**src/rtl/ts_ip_cfg_sched.sv**
```systemverilog
`default_nettype none
// ============================================================================
// Module   : ts_ip_cfg_sched
// Purpose  : Queues host filter-table writes and serialises each entry as an
//            8-byte ip_port_con burst, started only in an idle TS input gap.
// Revision : 1.0
// ============================================================================
module ts_ip_cfg_sched #(
    parameter int FIFO_DEPTH = 8,
    parameter int GAP_MIN    = 2
) (
    input  logic                        clk,
    input  logic                        rst,
    input  logic                        cfg_wr,
    input  logic [7:0]                  cfg_idx,
    input  logic [31:0]                 cfg_ip,
    input  logic [15:0]                 cfg_port,
    input  logic [7:0]                  cfg_flag,
    output logic                        cfg_ready,
    output logic                        cfg_ovf,
    input  logic                        cfg_ovf_clr,
    output logic                        cfg_done,
    output logic [$clog2(FIFO_DEPTH):0] cfg_pending,
    input  logic                        ts_din_en,
    output logic [7:0]                  ip_port_con_dout,
    output logic                        ip_port_con_dout_en
);
    localparam int          AW      = $clog2(FIFO_DEPTH);
    localparam logic [AW:0] C_DEPTH = (AW+1)'(FIFO_DEPTH);

    typedef enum logic [0:0] {
        ST_IDLE = 1'b0,
        ST_SEND = 1'b1
    } state_t;

    logic [63:0]   mem_q [FIFO_DEPTH];
    logic [AW-1:0] wr_ptr_q, wr_ptr_d;
    logic [AW-1:0] rd_ptr_q, rd_ptr_d;
    logic [AW:0]   count_q, count_d;
    logic          ready_q, ready_d;
    logic          ovf_q, ovf_d;
    logic          done_q, done_d;
    logic          dout_en_q, dout_en_d;
    logic [7:0]    dout_q, dout_d;
    logic [63:0]   shift_q, shift_d;
    logic [2:0]    byte_cnt_q, byte_cnt_d;
    state_t        state_q, state_d;

    logic          w_push;
    logic          w_pop;
    logic          w_empty;
    logic          w_gap_ok;
    logic [63:0]   w_head;

    // Gap monitor: counts idle TS cycles, saturating at GAP_MIN.
    generate
        if (GAP_MIN == 0) begin : g_gap_off
            assign w_gap_ok = 1'b1;
        end else begin : g_gap_on
            localparam int            GW        = $clog2(GAP_MIN + 1);
            localparam logic [GW-1:0] C_GAP_MIN = GW'(GAP_MIN);
            logic [GW-1:0] gap_q, gap_d;

            always_comb begin
                gap_d = gap_q;
                if (ts_din_en) begin
                    gap_d = '0;
                end else if (gap_q != C_GAP_MIN) begin
                    gap_d = gap_q + GW'(1);
                end
            end

            always_ff @(posedge clk or negedge rst) begin
                if (!rst) begin
                    gap_q <= '0;
                end else begin
                    gap_q <= gap_d;
                end
            end

            assign w_gap_ok = (gap_q == C_GAP_MIN);
        end
    endgenerate

    assign w_empty = (count_q == '0);
    assign w_head  = mem_q[rd_ptr_q];
    assign w_push  = cfg_wr && ready_q;

    always_comb begin
        state_d    = state_q;
        shift_d    = shift_q;
        byte_cnt_d = byte_cnt_q;
        dout_d     = 8'h00;
        dout_en_d  = 1'b0;
        done_d     = 1'b0;
        w_pop      = 1'b0;

        // A new entry is taken either from idle after a gap, or chained
        // straight after byte 7 while the TS input is quiet.
        if (state_q == ST_IDLE) begin
            w_pop = !w_empty && w_gap_ok;
        end else if (byte_cnt_q == 3'd7) begin
            w_pop = !w_empty && !ts_din_en;
        end

        if (w_pop) begin
            state_d    = ST_SEND;
            dout_d     = w_head[63:56];
            shift_d    = {w_head[55:0], 8'h00};
            byte_cnt_d = 3'd0;
            dout_en_d  = 1'b1;
        end else if (state_q == ST_SEND && byte_cnt_q != 3'd7) begin
            dout_d     = shift_q[63:56];
            shift_d    = {shift_q[55:0], 8'h00};
            byte_cnt_d = byte_cnt_q + 3'd1;
            dout_en_d  = 1'b1;
            done_d     = (byte_cnt_q == 3'd6);
        end else begin
            state_d    = ST_IDLE;
        end
    end

    always_comb begin
        wr_ptr_d = wr_ptr_q;
        rd_ptr_d = rd_ptr_q;
        count_d  = count_q;
        if (w_push) begin
            wr_ptr_d = wr_ptr_q + AW'(1);
        end
        if (w_pop) begin
            rd_ptr_d = rd_ptr_q + AW'(1);
        end
        if (w_push && !w_pop) begin
            count_d = count_q + (AW+1)'(1);
        end else if (!w_push && w_pop) begin
            count_d = count_q - (AW+1)'(1);
        end
        ready_d = (count_d != C_DEPTH);

        // A dropped write wins over a clear in the same cycle.
        ovf_d = ovf_q;
        if (cfg_wr && !ready_q) begin
            ovf_d = 1'b1;
        end else if (cfg_ovf_clr) begin
            ovf_d = 1'b0;
        end
    end

    always_ff @(posedge clk) begin
        if (w_push) begin
            mem_q[wr_ptr_q] <= {cfg_idx, cfg_ip, cfg_port, cfg_flag};
        end
    end

    always_ff @(posedge clk or negedge rst) begin
        if (!rst) begin
            state_q    <= ST_IDLE;
            wr_ptr_q   <= '0;
            rd_ptr_q   <= '0;
            count_q    <= '0;
            ready_q    <= 1'b1;
            ovf_q      <= 1'b0;
            done_q     <= 1'b0;
            dout_en_q  <= 1'b0;
            dout_q     <= 8'h00;
            shift_q    <= '0;
            byte_cnt_q <= 3'd0;
        end else begin
            state_q    <= state_d;
            wr_ptr_q   <= wr_ptr_d;
            rd_ptr_q   <= rd_ptr_d;
            count_q    <= count_d;
            ready_q    <= ready_d;
            ovf_q      <= ovf_d;
            done_q     <= done_d;
            dout_en_q  <= dout_en_d;
            dout_q     <= dout_d;
            shift_q    <= shift_d;
            byte_cnt_q <= byte_cnt_d;
        end
    end

    assign cfg_ready           = ready_q;
    assign cfg_ovf             = ovf_q;
    assign cfg_done            = done_q;
    assign cfg_pending         = count_q;
    assign ip_port_con_dout    = dout_q;
    assign ip_port_con_dout_en = dout_en_q;

endmodule
`default_nettype wire
```
**config.mk**
```make
export PLATFORM = sky130hd
export DESIGN_NAME = ts_ip_cfg_sched
export DESIGN_NICKNAME = d
export VERILOG_FILES = /design/src/rtl/ts_ip_cfg_sched.sv
export SDC_FILE = /design/constraint.sdc
export NUM_CORES = 1
export LEC_CHECK = 0
export BUFFER_PORTS_ARGS = -buffer_cell sky130_fd_sc_hd__buf_2
export CAP_MARGIN = 20
export CORE_MARGIN = 2
export CORE_UTILIZATION = 55
export CTS_CLUSTER_SIZE = 14
export DETAILED_ROUTE_END_ITERATION = 8
export PLACE_DENSITY_LB_ADDON = 0.15
export SKIP_CTS_REPAIR_TIMING = 1
export SYNTH_ARGS = -nofsm -noshare
export SYNTH_HDL_FRONTEND = slang
export SYNTH_SLANG_ARGS = --single-unit
```
**constraint.sdc**
```tcl
create_clock -name clk -period 6.5 [get_ports clk]
set_input_delay 0 -clock clk [delete_from_list [all_inputs] [get_ports clk]]
set_output_delay 0 -clock clk [all_outputs]
set_load 0.02 [all_outputs]
```
# ---- After elaboration in Yosys (flattened, before gate mapping)
# Memory sizes are Yosys's and may differ from the RTL's.
# Index checks and enable logic that the tools add are counted.
dict set report totals {
  ff_bits 92
  latch_bits 0
  ramBits 512
  romBits 0
  memories 1
}
# memory depth word_bits read_ports rd_ports_with_merged_regs wr line
set mem_list {}
lappend mem_list {mem_q 8 64 1 0 1 36} ;# logic [63:0] mem_q [FIFO_DEPTH];
dict set report classes {
  addsub 6
  n_mul 0
  div 0
  n_lt_le_gt_ge 0
  n_eq_ne 7
  shifts 0
  n_mux 22
  bitwise_logic 0
  reduce_logical 16
}
# operator n
set op_table {}
lappend op_table {{64-bit two-way mux} 2}
lappend op_table {{8-bit two-way mux} 2}
lappend op_table {{1-bit two-way mux} 12}
lappend op_table {{3-bit by 1-bit adder with 3-bit output, second input constant} 3}
lappend op_table {{4-bit two-way mux} 2}
lappend op_table {{1-bit logical AND} 7}
lappend op_table {{3-bit equality test, second input constant} 2}
lappend op_table {{3-bit two-way mux} 2}
lappend op_table {{2-bit nonzero test} 3}
lappend op_table {{1-bit zero test} 5}
lappend op_table {{4-bit by 1-bit adder with 4-bit output, second input constant} 1}
lappend op_table {{4-bit zero test} 1}
lappend op_table {{2-bit two-way mux} 2}
lappend op_table {{2-bit inequality test, second input constant} 2}
lappend op_table {{4-bit inequality test, second input constant} 1}
lappend op_table {{4-bit by 1-bit subtractor with 4-bit output, second input constant} 1}
lappend op_table {{3-bit inequality test, second input constant} 1}
lappend op_table {{2-bit by 1-bit adder with 2-bit output, second input constant} 1}
lappend op_table {{2-bit equality test, second input constant} 1}

# ---- Longest topological paths before layout
dict set report logic_depth {
  ltp_word 9
  mapped_depth 9
  depth_no_buf 7
}

# ---- Worst setup path before layout
# No wires, ideal clock.
dict set report synth_path {
  kind {reg2reg}
  from {register ready_q, in the netlist cfg_ready}
  to {memory mem_q[0][0] (enable)}
  t_arrival_ns 5.506
  path_slack_ns 0.430
  stages_incl_launch_ff 5
  path_buffers 1
  cell_sequence {dfstp_2 and2_1 clkbuf_1 nand2b_1 nor3_1}
}
dict set report synth_via {
  elab_chain_cells 3
}
# element line
set synth_lines {}
lappend synth_lines {{from (decl)} 40} ;# logic ready_q, ready_d;
lappend synth_lines {{from (signal assigned)} 173} ;# ready_q <= ready_d;
lappend synth_lines {{1-bit logical AND} 87} ;# assign w_push = cfg_wr && ready_q;
lappend synth_lines {{1-bit two-way mux} 150} ;# if (w_push) begin
lappend synth_lines {{1-bit two-way mux (not written as such)} 151} ;# mem_q[wr_ptr_q] <= {cfg_idx, cfg_ip, cfg_port, cfg_flag};
lappend synth_lines {{to (decl)} 36}
# No other way between the ends.

# ---- Final worst setup path
dict set report layout_path {
  from {register ready_q, in the netlist cfg_ready}
  to {memory mem_q[6][26] (enable)}
}
# Same word-level chain as after synthesis.

==> results.sh <==
export IMPL_syn_inst=1161
export IMPL_cp_buffers_inverters=1
export IMPL_cts_tree="built"
export IMPL_initial_utilization_pct=55.8
export IMPL_yosys_area_top_type="edfxtp_1"
export IMPL_synth_fa_ha_area_share_pct=0.438
export IMPL_wl_per_cell_um=23.8
export IMPL_syn_to_final_growth_pct=16.4
export IMPL_grt_pass1_wl_um=69100
export IMPL_drc=0
export IMPL_clock_fmax_mhz=323
export IMPL_post_route_period_util_pct=47.7
export IMPL_critical_path_class="flip-flop to flip-flop"
export IMPL_instances_no_fill=1916
export IMPL_yosys_register_bits=596
export IMPL_hold_class="primary input to flip-flop"
export IMPL_crit_required_ns=6.72
export IMPL_syn_nets=1238
export IMPL_final_nets=1411
export IMPL_synth_area_leaders="edfxtp_1 (67%), mux4_2 (13%), dfrtp_1 (9.1%), mux2i_1 (2.9%), o21ai_0 (2.3%)"
export IMPL_yosysMostFrequentCell="edfxtp_1"
export IMPL_critPathArrivalTime_ns=3.32
export IMPL_setup_tns_ns=0
export IMPL_wl_um=45700
export IMPL_synth_async_sr_flop_share_pct=14.1
export IMPL_hpwl_um=24300
export IMPL_clock_sink_count=596
export IMPL_synth_top_family_by_area="multiplexers"
export IMPL_place_congestion=0.742
export IMPL_cts_inserted_buffers=58
export IMPL_grt_pass1_vias=11228
export IMPL_setup_violations=0
export IMPL_vias_per_cell=5.79
export IMPL_ant_nets=0
export IMPL_yosysWarnings=0
export IMPL_syn_area_per_cell_um2=19.7
export IMPL_cap_viol_max_count=0
export IMPL_slew_viol_final=0
export IMPL_p_leak_nw=9.19
export IMPL_io_buffer_count=84
export IMPL_tightest_slew_ns=1.10
export IMPL_dpl_worst_slack_ns=3.36
export IMPL_setup_slack_ns=3.40
export IMPL_synth_top_cell_area_share_pct=67.3
export IMPL_row_count=74
export IMPL_drt_iter0_drc=891
export IMPL_clkTransAtPathRegs_ns=0.06
export IMPL_muxShareOfSynthArea_pct=15.6
export IMPL_cts_root_buf="clkbuf_16"
export IMPL_ios=85
export IMPL_die_h_um=208
export IMPL_finalHoldViolCount=0
export IMPL_maxUsedRoutingLayer="met5"
export IMPL_end_kind="flip-flop"
export IMPL_grt_max_degree=118
export IMPL_crit_fanout=40
export IMPL_vdd_drop_max_v=0.000387
export IMPL_skew_ns=0.0216
export IMPL_synth_compound_area_share_pct=3.01
export IMPL_clk_latency_ns=0.61
export IMPL_critPathSlowestCell="nor2_4"
export IMPL_grt_use_total_pct=21.4
export IMPL_antennaDiodeCount=0
export IMPL_clk_path_buf_depth=3
export IMPL_core_mm2=0.0409
export IMPL_timing_slew_headroom_pct=26.9
export IMPL_antenna_found_initial=1
export IMPL_seq_area_frac_synth_pct=76.5
export IMPL_synth_simple_gate_area_share_pct=2.97
export IMPL_max_stage_delay_ns=0.76
export IMPL_yosysUniqueCellTypes=37
export IMPL_synth_edf_count=512
export IMPL_drive_gt1_share_pct=24.5
export IMPL_grt_overflow_total=0
export IMPL_period_minus_slack_ns=3.10
export IMPL_synth_xor_area_share_pct=0.230
export IMPL_worst_hold_slack_ns=0.190
export IMPL_drtPass1Iterations=5
export IMPL_status="finished clean"
export IMPL_met2_length_um=23100
export IMPL_powerDensity_mw_per_mm2=446
export IMPL_crit_chain="and2_1 > nand2b_1 > nor2_4 > buf_4"
export IMPL_rsz0062_at_grt="no"
export IMPL_route_met3_wl_um=2010
export IMPL_ys_flop_type="edfxtp_1"
export IMPL_crit_family="simple AND/OR/NAND/NOR gates"
export IMPL_cts_htree_levels=2
export IMPL_met1_length_um=19600
export IMPL_placedCellCount=1735
export IMPL_netlist_area_mm2=0.0228
export IMPL_synthTopCellsByCount="edfxtp_1 (512), mux4_2 (128), nand2_1 (121)"
export IMPL_dieWidth_um=208
export IMPL_startpoint_type="flip-flop"
export IMPL_design_die_area_mm2=0.0432
export IMPL_via_count=11086
==> sequential cells by signal, indices dropped and copies added (netlist names) <==
name	flops
mem_q	512
shift_q	56
ip_port_con_dout	8
cfg_pending	4
byte_cnt_q	3
rd_ptr_q	3
wr_ptr_q	3
g_gap_on.gap_q	2
cfg_done	1
cfg_ovf	1
cfg_ready	1
ip_port_con_dout_en	1
state_q	1
==> worst reg2reg max path, stage by stage (launching register included) <==
cell      delay [ns]
dfstp_2         0.55
and2_1          0.34
nand2b_1        0.31
nor2_4          0.77
buf_4           0.74
==> power breakdown <==
group	switching (mW)	leakage (nW)	internal (mW)
registers	0.413	5.72	4.86
logic	1.75	2.49	1.40
clock network	1.39	0.970	2.06
==> per-stage QoR <==
step	total power, mW	area (um^2)	utilization [%]
finish	11.9	26600	65.0
global route	12.5	26600	65.0
CTS	12.0	25900	63.2
detailed placement	8.53	23900	58.4
global placement	8.47	23900	58.4
floorplan	7.58	22800	-
==> cells in the final DEF (no fill, tap or decap), drive strengths merged, types with 4 or more instances in the layout <==
| master | instances |
|---|---|
| nand2b | 4 |
| clkbuf | 76 |
| dfrtp | 83 |
| xnor2 | 4 |
| dlygate4sd3 | 71 |
| a211oi | 9 |
| mux2i | 66 |
| clkinv | 23 |
| buf | 104 |
| ha | 8 |
| bufinv | 9 |
| nor3 | 5 |
| edfxtp | 512 |
| inv | 6 |
| nor2 | 22 |
| mux4 | 128 |
| o21ai | 107 |
| nand2 | 121 |
==> metal layers <==
metal / global-route usage, % / vias to the layer above
met3: 3.56 / 61
met1: 29.6 / 5770
met4: 6.75 / 2
li1: - / 4982
met5: 0 / -
met2: 35.4 / 271
==> cells by family (layout without fill, tap and decap cells) <==
logic type	count (synthesis)	after routing
mux	195	195
buf+inv	68	291
fa+ha+maj	8	8
xor+xnor	6	6
compound gates	124	124
simple gates	164	164
flops	596	596
==> layout make-up <==
| class | instances | area (um^2) |
|---|---|---|
| Sequential cell | 596 | 17500 |
| Fill cell | 2806 | 14300 |
| Timing Repair Buffer | 175 | 1300 |
| Inverter | 6 | 22.5 |
| Clock buffer | 76 | 1570 |
| Clock inverter | 34 | 413 |
| Tap cell | 532 | 666 |
| Multi-Input combinational cell | 497 | 5140 |
==> worst paths after layout <==
check	slack, ns	cells after the start	end	start
min in group asynchronous	0.47	3	cfg_ready	rst
worst min register to register	0.47	2	shift_q[24]	shift_q[16]
max in group asynchronous	4.73	4	cfg_pending[3]	rst
worst min-delay path	0.19	2	mem_q[0][4]	cfg_flag[4]
worst max-delay path	3.40	4	mem_q[6][26]	cfg_ready
worst max register to register	3.40	4	mem_q[6][26]	cfg_ready
Note: power is estimated with default switching activity, not from simulation.
